## config.mk

```make
export PLATFORM = sky130hd
export DESIGN_NAME = operand_skew_feeder
export DESIGN_NICKNAME = d
export VERILOG_FILES = /design/src/rtl/operand_skew_feeder.sv
export SDC_FILE = /design/constraint.sdc
export NUM_CORES = 1
export LEC_CHECK = 0
export ABC_AREA = 1
export BUFFER_PORTS_ARGS = -buffer_cell sky130_fd_sc_hd__buf_2
export CAP_MARGIN = 20
export CORE_AREA = 2 2 116 118
export DETAILED_ROUTE_END_ITERATION = 10
export DIE_AREA = 0 0 118 120
export GPL_ROUTABILITY_DRIVEN = 0
export PLACE_DENSITY = 0.58
export REMOVE_ABC_BUFFERS = 1
export SETUP_SLACK_MARGIN = 0.2
export SYNTH_ARGS = -nofsm -noshare
export SYNTH_HDL_FRONTEND = slang
export SYNTH_SLANG_ARGS = --single-unit
```

## constraint.sdc

```tcl
create_clock -name clk_i -period 1.3 [get_ports clk_i]
set_clock_uncertainty 0.2 [all_clocks]
set_input_delay 0.13 -clock clk_i [delete_from_list [all_inputs] [get_ports clk_i]]
set_output_delay 0.13 -clock clk_i [all_outputs]
set_load 0.01 [all_outputs]
```

## src/rtl/operand_skew_feeder.sv

```systemverilog
// Operand skew feeder: fetches MAX_DIM words from the operand file and re-emits
// their elements as a diagonal wavefront, lane j delayed by j+1 cycles.
module operand_skew_feeder #(
   parameter int unsigned DATA_WIDTH = 32,
   parameter int unsigned BUS_WIDTH  = 64
) (
   input  logic                            clk_i,
   input  logic                            rst_ni,
   input  logic                            start_i,
   input  logic [BUS_WIDTH-1:0]            data_i,
   output logic                            start_send_o,
   output logic [BUS_WIDTH-1:0]            lane_data_o,
   output logic [BUS_WIDTH/DATA_WIDTH-1:0] lane_valid_o,
   output logic                            busy_o,
   output logic                            done_o
);

   localparam int unsigned MaxDim = BUS_WIDTH / DATA_WIDTH;
   localparam int unsigned CntW   = $clog2(MaxDim) + 1;
   localparam logic [CntW-1:0] CntLast = CntW'(MaxDim - 1);

   localparam logic [1:0] StIdle  = 2'd0;
   localparam logic [1:0] StFetch = 2'd1;
   localparam logic [1:0] StDrain = 2'd2;

   logic [1:0]      state_q, state_d;
   logic [CntW-1:0] cnt_q, cnt_d;
   logic            done_q, done_d;
   logic            fetch;

   always_comb begin
      state_d = state_q;
      cnt_d   = cnt_q;
      done_d  = 1'b0;
      case (state_q)
         StIdle: begin
            if (start_i) begin
               state_d = StFetch;
               cnt_d   = '0;
            end
         end
         StFetch: begin
            if (cnt_q == CntLast) begin
               state_d = StDrain;
               cnt_d   = '0;
            end else begin
               cnt_d = cnt_q + CntW'(1);
            end
         end
         StDrain: begin
            if (cnt_q == CntLast) begin
               state_d = StIdle;
               cnt_d   = '0;
               done_d  = 1'b1;
            end else begin
               cnt_d = cnt_q + CntW'(1);
            end
         end
         default: begin
            state_d = StIdle;
            cnt_d   = '0;
         end
      endcase
   end

   always_ff @(posedge clk_i or negedge rst_ni) begin
      if (!rst_ni) begin
         state_q <= StIdle;
         cnt_q   <= '0;
         done_q  <= 1'b0;
      end else begin
         state_q <= state_d;
         cnt_q   <= cnt_d;
         done_q  <= done_d;
      end
   end

   // Decoded straight from the state register so the operand file sees a clean
   // low as soon as DRAIN begins or reset is asserted.
   assign fetch        = (state_q == StFetch);
   assign start_send_o = fetch;
   assign busy_o       = (state_q == StFetch) || (state_q == StDrain);
   assign done_o       = done_q;

   for (genvar j = 0; j < MaxDim; j++) begin : g_lane
      logic [DATA_WIDTH-1:0] dat_q [j+1];
      logic                  vld_q [j+1];

      // Stage 0 loads zero/invalid outside FETCH, so bubbles drain as zeros.
      always_ff @(posedge clk_i or negedge rst_ni) begin
         if (!rst_ni) begin
            for (int s = 0; s <= j; s++) begin
               dat_q[s] <= '0;
               vld_q[s] <= 1'b0;
            end
         end else begin
            dat_q[0] <= fetch ? data_i[j*DATA_WIDTH +: DATA_WIDTH] : '0;
            vld_q[0] <= fetch;
            for (int s = 1; s <= j; s++) begin
               dat_q[s] <= dat_q[s-1];
               vld_q[s] <= vld_q[s-1];
            end
         end
      end

      assign lane_data_o[j*DATA_WIDTH +: DATA_WIDTH] = vld_q[j] ? dat_q[j] : '0;
      assign lane_valid_o[j]                         = vld_q[j];
   end

endmodule

```

# After elaboration in Yosys (flattened, before gate mapping)
# Index checks and enable logic that the tools add are counted.
# classes
reduce_logical	4
n_addsub	1
muxes	13
eq_ne	6
# op_table
cell	count
$mux W32	4
$mux W2	5
$pmux W2 S3	1
$eq A2 B1 Y1 const B	2
$ne A2 B2 Y1 const B	2
$pmux W2 S2	1
$reduce_and A3 Y1	1
$add A2 B1 Y2 const B	1
$eq A2 B2 Y1 const B	1
$logic_not A2 Y1	1
$mux W1	2
$ne A2 B1 Y1 const B	1
$reduce_or A2 Y1	1
$logic_or A1 B1 Y1	1
# totals
inputBits	67
regBits	103

# Logic depth before layout (Yosys ltp)
# logic_depth
depth_word	3
ltp_mapped	8
depth_no_buf	8

# Worst setup path after synthesis
# OpenSTA, ideal clock, no wires.
# synth_path
kind	register -> register
start	reg state_q[1]
end	reg g_lane[0].dat_q[12] (netlist name)
synth_period_minus_slack_ps	1389
stages_incl_launch_ff	7
t_arrival_ps	1127
setup_ps	63
t_required_ps	1037
path_slack_ps	-89
path_cell_list	dfrtp_1 > inv_1 > ha_1 > buf_4 > buf_6 > nand2_1 > inv_1
# synth_via
elab_chain_len	2
# synth_rtl
element	line	text
start: declaration	26	logic [1:0] state_q, state_d;
start signal: assignment	68	state_q <= StIdle;
start signal: assignment	72	state_q <= state_d;
$eq A2 B1 Y1	80	assign fetch = (state_q == StFetch);
named net start_send_o	11	output logic start_send_o,
$mux W32	97	dat_q[0] <= fetch ? data_i[j*DATA_WIDTH +: DATA_WIDTH] : '0;
end signal: indexed assignment	100	dat_q[s] <= dat_q[s-1];
end: declaration	86	logic [DATA_WIDTH-1:0] dat_q [j+1];
# The timed path passes the listed nets, and every way through them passes these cells.
# A chain may end at the register's enable or synchronous reset.

# Worst setup path in the final report
# layout_path
start	reg state_q[1]
end	reg g_lane[0].dat_q[25] (netlist name)
# layout_via
elab_chain_len	2
# layout_rtl
element	line
$eq A2 B1 Y1	80
$mux W32	97
# No other way between the ends.

==> results.md <==
- Yosys Warn Count: 0
- Nets: 700
- Worst slack, placed: -0.0957 ns
- Max-slew violations: 0
- Top cells by count, synth: 138 x nand2_1, 135 x inv_1, 103 x dfrtp_1
- Slew margin rel.: approximately 71%
- Fmax: 628 MHz
- Synth-to-Final Area Change: 75.3%
- P_leak: approximately 4.3 nW
- Share of cells above drive strength 1: 52.7%
- DRC: 0
- Antenna-violating nets left: 0
- Slowest stage delay, CP: between 0.3 and 0.4 ns
- Core Rows: between 40 and 50
- TritonCTS Buffers: 9
- Worst-path maximum fanout: 6
- Largest delay share family, worst path: buffers and inverters
- Initial core utilization: 29.2%
- Tmin final: 1.59 ns
- CP required: roughly 1.3 ns
- Slowest CP cell: dfrtp_1
- Mapped cell area: between 3000 and 4000 sq um
- First-pass GRT wire length: 14600 um
- Final Hold Slack: -0.0430 ns
- CTS tree: yes
- RSZ-0062 raised after global routing: true
- Synth Register Bits: 103
- Avg Inst Size Synth: between 9 and 10 sq um
- Fin worst setup slack: -0.292 ns
- Critical path startpoint category: flop
- Slew @ Worst Pin: approximately 0.44 ns
- Largest net degree at the start of global routing: a little under 70
- Initial antenna violation count: 0
- Critical Path, Cell by Cell: inv_2, ha_4, buf_6, buf_6, buf_12, clkbuf_16, nand2_2, inv_2
- CP Buf/Inv Count: 6
- Initial DRC count: 134
- Post-Syn Instances: 400
- Clk slew on worst S/H paths: roughly 0.060 ns
- Crit Path Class: reg2reg
- HP Class: in2reg
- Hold Fails Final Rpt: 2
- Root buffer cell: clkbuf_16
- GRT overflow: 0
- Synth unique cells: 10
- Clock buffer depth: 2
- Vias in the first global route: 3158
- Endpoint class of the critical path: flop
- # port buffers: roughly 140
- Crit path DAT: around 1.6 ns
- N_diodes: 0
- Clock sink count: roughly 100
- Synth async-reset ratio: between 90% and 100%
- Pre-Repair DR Iteration Count: 4
- Yosys top cell area share: about two thirds
- Cell Pwr Density: about 1900 nW/um^2
- Post-synthesis sequential area ratio: between 60% and 70%
- Cell taking the most area after synthesis: dfrtp_1
- Die width: ~120 um
- Clk_lat worst skew: ~0.34 ns
- Fin crit share: 122%
- Vias post-DR: roughly 3.2k
- Chip height: around 120 um
- Count of hold-fix buffers inserted at cts: 65
- Number of synthesized flops with an enable pin: 0
- Die area: 14200 sq um
- Routed WL per cell: 13.1 um
- Vias/cell: 3.90
- Main synth FF type: dfrtp_1
- Failing checks: hold timing, setup timing
- DP Wirelength: 5200 um
- Post-Route WL: 10600 um
- Peak supply drop: about 1 mV
- H-tree levels: 3
- Core ar.: around 13000 sq um
- Max_cap viols: 0
- Final setup viols: roughly 140
- Synth top area cells: dfrtp_1 68%, nand2_1 14%, inv_1 13%, buf_6 1.5%, ha_1 1.3%
- IO Pins: around 140
- Status: finished, violations left
- GRT Total Usage: approximately an eighth
- Most common cell in the netlist: nand2_1
-- cell usage in the layout (no fill, tap or decap), drive strengths merged --
cell | Yosys | routed
clkinv | 0 | 1
nand3 | 2 | 2
nor2 | 2 | 2
dlygate4sd3 | 0 | 65
ha | 4 | 4
dfrtp | 103 | 103
buf | 14 | 161
clkinvlp | 0 | 1
a21oi | 2 | 2
inv | 135 | 135
clkbuf | 0 | 20
nand2 | 138 | 138
-- power breakdown --
group          internal, W  total (W)  switching (W)
Combinational      0.00279    0.00566        0.00287
Clock              0.00136    0.00249        0.00113
Sequential         0.00409    0.00446       0.000367
-- what timing repair did --
action	4_1_cts	5_1_grt
gates cloned	2	8
setup buffers	10	2
pin swaps	6	16
setup endpoints to repair	139	139
hold endpoints to repair	169	2
resized for setup	36	208
-- per-layer routing --
layer / part of all wire [%] / global-route usage [%]
met1: 39 / 14.9
met3: 4.0 / 3.04
met2: 55 / 24.0
met5: 0 / 0
met4: 1.3 / 5.65
-- tightest hold or removal path, delay by kind of cell --
family / cells / cell delay (ns)
compound gates: 1 / 0.06
buf+inv: 2 / 0.15
simple gates: 1 / 0.12
-- kinds of logic (layout without fill, tap and decap cells) --
| logic type | after synthesis | in the layout | synth area share (%) |
|---|---|---|---|
| adders and majority gates | 4 | 4 | 1.32 |
| and+or+nand+nor | 142 | 142 | 14.1 |
| DFF | 103 | 103 | 68.1 |
| buffers and inverters | 149 | 383 | 16.2 |
| AOI/OAI and AO/OA | 2 | 2 | 0.264 |
-- final timing paths --
path / cells past startpoint / from / to / slack [ns]
max: 8 / state_q[1]$_DFFE_PN0P_ / g_lane[0].dat_q[25]$_DFF_PN0_ / -0.29
min: 4 / start_i / cnt_q[0]$_DFFE_PN0P_ / -0.04
max reg2reg: 8 / state_q[1]$_DFFE_PN0P_ / g_lane[0].dat_q[25]$_DFF_PN0_ / -0.29
min reg2reg: 0 / g_lane[1].dat_q[46]$_DFF_PN0_ / g_lane[1].dat_q[14]$_DFF_PN0_ / 0.15
max in group asynchronous: 3 / rst_ni / g_lane[0].dat_q[16]$_DFF_PN0_ / 0.38
min in group asynchronous: 3 / rst_ni / g_lane[1].dat_q[4]$_DFF_PN0_ / 0.14
-- stage by stage --
step           setup TNS (ns)  utilization, %  total power [W]  std cells  instance area (sq um)
4_1_cts                -26.04            45.4           0.0107        800                   5900
3_5_place_dp            -1.59            36.3          0.00711        707                   4710
3_3_place_gp           -0.281            36.3          0.00701        707                   4710
6_report               -30.72            51.1           0.0126        810                   6640
2_1_floorplan          -61.21               -          0.00579        386                   3680
5_1_grt                -36.67            51.1           0.0133        810                   6640
-- sequential cells by signal, indices dropped and copies added, names as in the netlist --
register,cells
state_q,2
lane_valid_o,1
cnt_q,2
done_o,1
g_lane.vld_q,1
g_lane.dat_q,96
-- cell type report --
class | count | area, sq um
fillers | 1151 | 6340
repair buffers | 232 | 1970
well taps | 176 | 220
multi-input cells | 148 | 1090
flip-flops and latches | 103 | 2580
clock inverters | 2 | 16.3
inverters | 135 | 509
clock buffers | 14 | 254
Note: power is estimated with default switching activity, not from simulation.
